$ cat config.mk
export PLATFORM = sky130hd
export DESIGN_NAME = hazard_ctrl_p
export DESIGN_NICKNAME = d
export VERILOG_FILES = /design/src/rtl/hazard_ctrl_p_pkg.sv /design/src/rtl/hazard_flush_cnt.sv /design/src/rtl/hazard_ctrl_p.sv
export SDC_FILE = /design/constraint.sdc
export NUM_CORES = 1
export LEC_CHECK = 0
export CAP_MARGIN = 20
export CORE_ASPECT_RATIO = 1.5
export CORE_MARGIN = 10
export CORE_UTILIZATION = 45
export CTS_BUF_LIST = sky130_fd_sc_hd__clkbuf_8
export CTS_CLUSTER_DIAMETER = 40
export DETAILED_ROUTE_END_ITERATION = 16
export PLACE_DENSITY = 0.77
export SYNTH_ARGS = -nofsm -noshare
export SYNTH_HDL_FRONTEND = slang
export SYNTH_SLANG_ARGS = --single-unit
$ cat constraint.sdc
create_clock -name clk -period 4.1 [get_ports clk]
set_clock_uncertainty 0.2 [all_clocks]
set_input_delay 0.615 -clock clk [delete_from_list [all_inputs] [get_ports clk]]
set_output_delay 0.615 -clock clk [all_outputs]
set_load 0.005 [all_outputs]
$ cat src/rtl/hazard_ctrl_p_pkg.sv
// Shared types and helpers for the pipeline hazard controller.
// Holds the long-op state enum, select encoding and width helper.
package hazard_ctrl_p_pkg;

  typedef enum logic {
    L_IDLE = 1'b0,
    L_BUSY = 1'b1
  } long_st_e;

  localparam int SEL_RF = 0;
  localparam int CNT_W  = 3;

  function automatic int sel_w(input int depth);
    return $clog2(depth + 1);
  endfunction

endpackage

$ cat src/rtl/hazard_flush_cnt.sv
// Loadable down-counter used to stretch flush windows.
// Load beats clear; clear beats decrement; saturates at zero.
module hazard_flush_cnt
  import hazard_ctrl_p_pkg::*;
(
  input  logic             clk,
  input  logic             rstn,
  input  logic             i_ld,
  input  logic             i_clr,
  input  logic [CNT_W-1:0] i_val,
  output logic [CNT_W-1:0] o_cnt
);

  logic [CNT_W-1:0] r_cnt;

  always_ff @(posedge clk) begin
    if (!rstn) begin
      r_cnt <= '0;
    end else if (i_ld) begin
      r_cnt <= i_val;
    end else if (i_clr) begin
      r_cnt <= '0;
    end else if (r_cnt != '0) begin
      r_cnt <= r_cnt - 1'b1;
    end
  end

  assign o_cnt = r_cnt;

endmodule

$ cat src/rtl/hazard_ctrl_p.sv
// Hazard controller: forwarding selects, load-use/long-op/miss
// stalls and jump/mispredict flush windows for an in-order core.
module hazard_ctrl_p
  import hazard_ctrl_p_pkg::*;
#(
  parameter  int RW        = 5,
  parameter  int FWD_DEPTH = 2,
  parameter  int LD_LAT    = 1,
  parameter  int FLUSH_J   = 2,
  parameter  int FLUSH_B   = 2,
  localparam int SW        = sel_w(FWD_DEPTH)
)(
  input  logic          clk,
  input  logic          rstn,
  input  logic          is_j,
  input  logic          is_b,
  input  logic          is_load,
  input  logic          is_long,
  input  logic          dst_en,
  input  logic [RW-1:0] r_dst,
  input  logic [RW-1:0] r_src1,
  input  logic [RW-1:0] r_src2,
  input  logic          long_fin,
  input  logic          br_resolve,
  input  logic          br_mispredict,
  input  logic          f_cmiss,
  input  logic          f_arrival,
  input  logic          m_cmiss,
  input  logic          m_arrival,
  output logic [SW-1:0] src1_sel,
  output logic [SW-1:0] src2_sel,
  output logic          fd_st,
  output logic          de_st,
  output logic          em_st,
  output logic          mw_st,
  output logic          flush_o,
  output logic          rs1_dep_o
);

  logic [RW-1:0]    r_dsts [FWD_DEPTH];
  logic             r_lds  [FWD_DEPTH];
  logic             r_ikeep;
  logic             r_dkeep;
  long_st_e         r_state;
  long_st_e         w_nstate;
  logic             w_long_st;
  logic             w_imiss_st;
  logic             w_dmiss_st;
  logic             w_ldhaz;
  logic             w_wr;
  logic             w_mp;
  logic             w_jld;
  logic [CNT_W-1:0] w_jcnt;
  logic [CNT_W-1:0] w_bcnt;
  logic             w_unused_b;

  // Branch class is only consumed downstream at resolve time.
  assign w_unused_b = is_b;

  assign w_wr = dst_en & ~flush_o & ~de_st;

  always_ff @(posedge clk) begin
    if (!rstn) begin
      for (int k = 0; k < FWD_DEPTH; k++) begin
        r_dsts[k] <= '0;
        r_lds[k]  <= 1'b0;
      end
    end else if (!em_st) begin
      r_dsts[0] <= w_wr ? r_dst : '0;
      r_lds[0]  <= w_wr & is_load;
      for (int k = 1; k < FWD_DEPTH; k++) begin
        r_dsts[k] <= r_dsts[k-1];
        r_lds[k]  <= r_lds[k-1];
      end
    end
  end

  // Walk oldest to youngest so the youngest match wins.
  always_comb begin
    src1_sel = SW'(SEL_RF);
    src2_sel = SW'(SEL_RF);
    w_ldhaz  = 1'b0;
    for (int k = FWD_DEPTH - 1; k >= 0; k--) begin
      if (r_src1 != '0 && r_dsts[k] == r_src1)
        src1_sel = SW'(k + 1);
      if (r_src2 != '0 && r_dsts[k] == r_src2)
        src2_sel = SW'(k + 1);
    end
    for (int k = 0; k < LD_LAT; k++) begin
      if (r_lds[k] &&
          ((r_src1 != '0 && r_dsts[k] == r_src1) ||
           (r_src2 != '0 && r_dsts[k] == r_src2)))
        w_ldhaz = 1'b1;
    end
  end

  assign rs1_dep_o = (src1_sel != SW'(SEL_RF));

  always_ff @(posedge clk) begin
    if (!rstn) begin
      r_ikeep <= 1'b0;
      r_dkeep <= 1'b0;
    end else begin
      r_ikeep <= f_cmiss | (r_ikeep & ~f_arrival);
      r_dkeep <= m_cmiss | (r_dkeep & ~m_arrival);
    end
  end

  assign w_imiss_st = ~f_arrival & (f_cmiss | r_ikeep);
  assign w_dmiss_st = ~m_arrival & (m_cmiss | r_dkeep);

  always_ff @(posedge clk) begin
    if (!rstn) r_state <= L_IDLE;
    else       r_state <= w_nstate;
  end

  always_comb begin
    w_nstate = r_state;
    unique case (r_state)
      L_IDLE: if (is_long & ~flush_o) w_nstate = L_BUSY;
      L_BUSY: if (long_fin | flush_o) w_nstate = L_IDLE;
      default: w_nstate = L_IDLE;
    endcase
  end

  always_comb begin
    w_long_st = 1'b0;
    unique case (r_state)
      L_IDLE: w_long_st = is_long & ~flush_o & ~long_fin;
      L_BUSY: w_long_st = ~long_fin;
      default: w_long_st = 1'b0;
    endcase
  end

  assign fd_st = w_long_st | w_imiss_st | w_dmiss_st | w_ldhaz;
  assign de_st = w_ldhaz | w_dmiss_st;
  assign em_st = w_dmiss_st;
  assign mw_st = 1'b0;

  assign w_mp  = br_resolve & br_mispredict;
  assign w_jld = is_j & ~flush_o & ~fd_st;

  hazard_flush_cnt u_jcnt (
    .clk   (clk),
    .rstn  (rstn),
    .i_ld  (w_jld),
    .i_clr (w_mp),
    .i_val (CNT_W'(FLUSH_J)),
    .o_cnt (w_jcnt)
  );

  // Resolve cycle itself flushes combinationally, hence FLUSH_B-1.
  hazard_flush_cnt u_bcnt (
    .clk   (clk),
    .rstn  (rstn),
    .i_ld  (w_mp),
    .i_clr (1'b0),
    .i_val (CNT_W'(FLUSH_B - 1)),
    .o_cnt (w_bcnt)
  );

  assign flush_o = (w_jcnt != '0) | (w_bcnt != '0) | w_mp;

endmodule

# Word level (Yosys, flattened, before mapping)
# Memory sizes are Yosys's and may differ from the RTL's.
# Index checks and enable logic that the tools add are counted.
# op_classes
n_addsub	2
eq_ne	4
n_mux	23
n_bitwise	35
n_reduce_logical	15
# op_table
cell	n
$eq 5x5->1	4
$mux 5	3
$or 1x1->1	15
$mux 2	7
$and 1x1->1	12
$mux 1	11
$reduce_bool 5->1	2
$reduce_bool 3->1	3
$not 1->1	8
$sub 3x1->3 const B	2
$logic_and 1x1->1	5
$pmux 1 s2	2
$reduce_bool 2->1	2
$reduce_or 3->1	1
$reduce_or 2->1	1
$logic_or 1x1->1	1
# totals
ff_bits	9
ram_bits	12
input_bits	29
memories	2
# mem_list
memory	depth	word_bits	read_ports	rd_clocked_by_memory_dff	write_ports	line	rtl
r_dsts	2	5	2	0	2	hazard_ctrl_p.sv:40	logic [RW-1:0] r_dsts [FWD_DEPTH];
r_lds	2	1	1	0	2	hazard_ctrl_p.sv:41	logic r_lds [FWD_DEPTH];

# Logic depth before layout (Yosys ltp)
# depth
ltp_word	13
mapped_depth	7

# Hierarchy
# Synthesis repeated with hierarchy kept, for this count alone.
# unflattened
cells_unflattened	145
area_unflattened_um2	1298.7
# by_module_without_submodules
module	instances	cells_each	area_each_um2	seq_area_each_um2
hazard_ctrl_p	1	97	945.9	390.4
hazard_flush_cnt	2	24	176.4	60.1

# Worst setup path before layout
# OpenSTA, ideal clock, no wires.
# synth_timing
kind	in2out
startpoint	input port r_src2[1]
endpoint	output port fd_st
t_arrival_ns	1.973
required_ns	3.285
slack_ns	1.312
cell_stages	4
path_buffers	0
path_cell_list	or4_4 -> o211ai_4 -> o31ai_4 -> or4_1
# synth_via
elab_chain_len	6
# synth_rtl
element	line	rtl
start: declaration	hazard_ctrl_p.sv:22	input logic [RW-1:0] r_src2,
$eq 5x5->1 or $reduce_bool 5->1 (tied branches)	hazard_ctrl_p.sv:92	(r_src2 != '0 && r_dsts[k] == r_src2)))
$logic_and 1x1->1 (*)	hazard_ctrl_p.sv:92	
$logic_or 1x1->1 (*)	hazard_ctrl_p.sv:91	((r_src1 != '0 && r_dsts[k] == r_src1) ||
$logic_and 1x1->1 (*)	hazard_ctrl_p.sv:90	if (r_lds[k] &&
$mux 1 (*)	hazard_ctrl_p.sv:90	
$or 1x1->1 (*)	hazard_ctrl_p.sv:135	assign fd_st = w_long_st | w_imiss_st | w_dmiss_st | w_ldhaz;
end: declaration	hazard_ctrl_p.sv:32	output logic fd_st,
# Mark *: on every way between the ends. The rest lies on a longest branch, timed or not.

# Worst setup path after layout
# Ends and elaborated chain as after synthesis.

==> results.sh <==
export IMPL_drt_first_pass_iters=4
export IMPL_routedWlPerCell_um=13.9
export IMPL_route_detailed_drc=0
export IMPL_cts_buffers=3
export IMPL_synth_yosys_seq_area_share_pct=41.8
export IMPL_die_area_sq_um=5240
export IMPL_cp_data_required_time_ns=3.28
export IMPL_power_frac_comb_pct=36.1
export IMPL_relSlewSlack_pct=48.6
export IMPL_dp_hpwl_um=2370
export IMPL_yosysTopAreaCellShare_pct=27.0
export IMPL_cts_tree="done"
export IMPL_final_nets=196
export IMPL_insertion_delay_ns=0.25
export IMPL_grt_overflow_total=0
export IMPL_setup_tns_ns=0
export IMPL_pin_count=39
export IMPL_drv_cap=0
export IMPL_synthAdderAreaFrac_pct=2.05
export IMPL_postCtsSetupRepairBufs=0
export IMPL_cpPeakStageDelay_ns=0.58
export IMPL_hold_violations=0
export IMPL_setup_viol=0
export IMPL_fp_coreArea_sq_um=2650
export IMPL_drt_iter0_drc=39
export IMPL_cp_common_cell="clkdlybuf4s50_1"
export IMPL_cts_buffer_depth=2
export IMPL_row_count=23
export IMPL_critPathArrivalTime_ns=3.01
export IMPL_syn_instance_count=127
export IMPL_synth_top_cell_by_area="edfxtp_1"
export IMPL_synth_xor_area_share_pct=15.1
export IMPL_tightest_slew_ns=0.764
export IMPL_sw_frac_of_total_pct=30.1
export IMPL_fin_area_sq_um=1660
export IMPL_grt_pass1_vias=1075
export IMPL_powerDensity_nw_per_um2=366
export IMPL_worst_slack_ns=0.275
export IMPL_cts_resized_gates=0
export IMPL_hold_slack_ns=0.274
export IMPL_rsz0062_at_grt="no"
export IMPL_htreeDepth=1
export IMPL_die_w_um=62.5
export IMPL_fillCellCount=243
export IMPL_area_growth_pct=35.8
export IMPL_synth_cell_types=36
export IMPL_grt_usage_pct=10.8
export IMPL_clockPowerShare_pct=20.6
export IMPL_antenna_cells=0
export IMPL_synth_compound_area_share_pct=9.94
export IMPL_p_int_mw=0.424
export IMPL_place_congestion=0.757
export IMPL_cp_max_fo=9
export IMPL_p_sw_mw=0.183
export IMPL_synth_fp_nets=158
export IMPL_cp_top_family="simple AND/OR/NAND/NOR gates"
export IMPL_vias=1016
export IMPL_max_freq_mhz=261
export IMPL_yosys_top_cells_area="edfxtp_1 (27%), dfxtp_1 (15%), xnor2_1 (10%), xor2_1 (5.0%), nand2_1 (4.0%)"
export IMPL_grt_pass1_wl_um=4720
export IMPL_yosys_mux_area_fraction_pct=0.820
export IMPL_start_util_pct=46.1
export IMPL_clock_root_buffer="clkbuf_8"
export IMPL_outcome="complete, no violations"
export IMPL_path_cells="clkdlybuf4s50_1, or4_4, o211ai_4, o31ai_4, or4_1, clkdlybuf4s50_1"
export IMPL_worstHoldPathType="flip-flop to flip-flop"
export IMPL_crit_buf_inv=2
export IMPL_fin_util_pct=62.6
export IMPL_period_minus_slack_ns=3.82
export IMPL_instances_no_fill=201
export IMPL_synth_top_family_by_area="simple AND/OR/NAND/NOR gates"
export IMPL_clkSinkCount=20
export IMPL_ys_warnings_count=0
export IMPL_start_kind="input port"
export IMPL_ys_ff_latch=20
export IMPL_peakVddDrop_mv=0.265
export IMPL_drive_gt1_share_pct=6.10
export IMPL_antenna_found_initial=0
export IMPL_avgSynthCellArea_sq_um=9.62
export IMPL_power_mw=0.607
export IMPL_drtAntennaViolNets=0
export IMPL_cts_hold_buf=0
export IMPL_portBuffers=36
export IMPL_fin_crit_sh_pct=93.3
export IMPL_clkSlewWorstSetupHoldPaths_ns=0.07
export IMPL_dpl_instance_area_sq_um=1610
export IMPL_seq_power_share_pct=43.3
export IMPL_cpMaxStageDelayCell="or4_4"
export IMPL_placedCellCount=197
export IMPL_yosys_area_share_simple_pct=27.3
export IMPL_syn_cell_area_sq_um=1220
export IMPL_viasPerCell=5.05
export IMPL_grt_start_max_net_pins=12
export IMPL_path_class="input port to primary output"
export IMPL_pre_cts_slack_ns=0.289
export IMPL_die_y_um=83.8
export IMPL_end_kind="primary output"
export IMPL_power_leakage_nw=0.619
export IMPL_drt_total_wl_um=2800
export IMPL_slew_viol_final=0
worst register-to-register path: stages (launching register included):
cell      delay, ns
edfxtp_1       0.45
xnor2_1        0.17
nand2_1        0.11
nor4_2         0.69
nor3_1         0.14
sequential cells by signal, indices dropped and copies added (netlist names):
signal	flops
u_jcnt.o_cnt	3
r_dkeep	1
u_bcnt.o_cnt	3
r_state	1
r_dsts	10
r_lds	1
r_ikeep	1
cell families (layout without fill, tap and decap cells):
family	count (synthesis)	in the layout
adder cells (fa/ha/maj)	2	2
multiplexers	1	1
flip-flops	20	20
other	1	1
XOR/XNOR	21	21
AO/OA/AOI/OAI	13	13
AND/OR/NAND/NOR	61	61
buffers and inverters	8	45
final cells by class:
cell class	instances	area, sq um	area share (%)
Multi-Input combinational cell	99	677	40.8
Timing Repair Buffer	36	360	21.7
Inverter	5	18.8	1.13
Sequential cell	20	510	30.8
Tap cell	37	46.3	2.79
Clock buffer	3	41.3	2.49
Clock inverter	1	3.75	0.226
Yosys cell counts (all sizes together):
cell and n:
xnor2 14, nand2 13, edfxtp 11, nor2 11, dfxtp 9, nor3 9, xor2 7, and3 5
inv 5, or4 5, nand2b 4, nor4 4, nand3 3, o21ai 3, clkbuf 2, ha 2
nor2b 2, o21a 2, o31ai 2, or2 2, a211oi 1, a21bo 1, a21boi 1, a21o 1
buf 1, conb 1, mux2i 1, nor3b 1, nor4b 1, o2111ai 1, o211ai 1, or3 1
power by group through the flow:
stage	combinational (mW)	clock (mW)	sequential, mW
global route	0.245	0.137	0.266
floorplan	0.146	0	0.261
finish	0.219	0.125	0.263
global placement	0.213	0	0.266
detailed placement	0.221	0	0.267
CTS	0.223	0.128	0.263
layout by cell type (no fill, tap or decap), drive strengths merged, types with 2 or more instances in the layout:
master	count
clkdlybuf4s50	36
xnor2	14
nand2	13
nor2	11
edfxtp	11
nor3	9
dfxtp	9
xor2	7
inv	5
and3	5
or4	5
nand2b	4
nor4	4
nand3	3
o21ai	3
clkbuf	3
nor2b	2
o21a	2
ha	2
or2	2
o31ai	2
per-layer routing:
layer | wire length, um | up-vias | track usage, %
met5 | 0 | - | 0
li1 | - | 518 | -
met1 | 1150 | 459 | 10.8
met3 | 168 | 5 | 3.49
met2 | 1450 | 34 | 20.1
met4 | 34 | 0 | 3.67
path summary, 6_finish.rpt:
path | to | depth (start not counted) | from | slack, ns
worst max-delay path | fd_st | 6 | r_src2[1] | 0.28
worst min register to register | u_jcnt.o_cnt[0] | 1 | u_jcnt.o_cnt[0] | 0.27
worst min-delay path | u_jcnt.o_cnt[0] | 1 | u_jcnt.o_cnt[0] | 0.27
worst max register to register | r_dsts[0][4] | 4 | r_dsts[0][2] | 2.07
(Power assumes the default switching activity.)
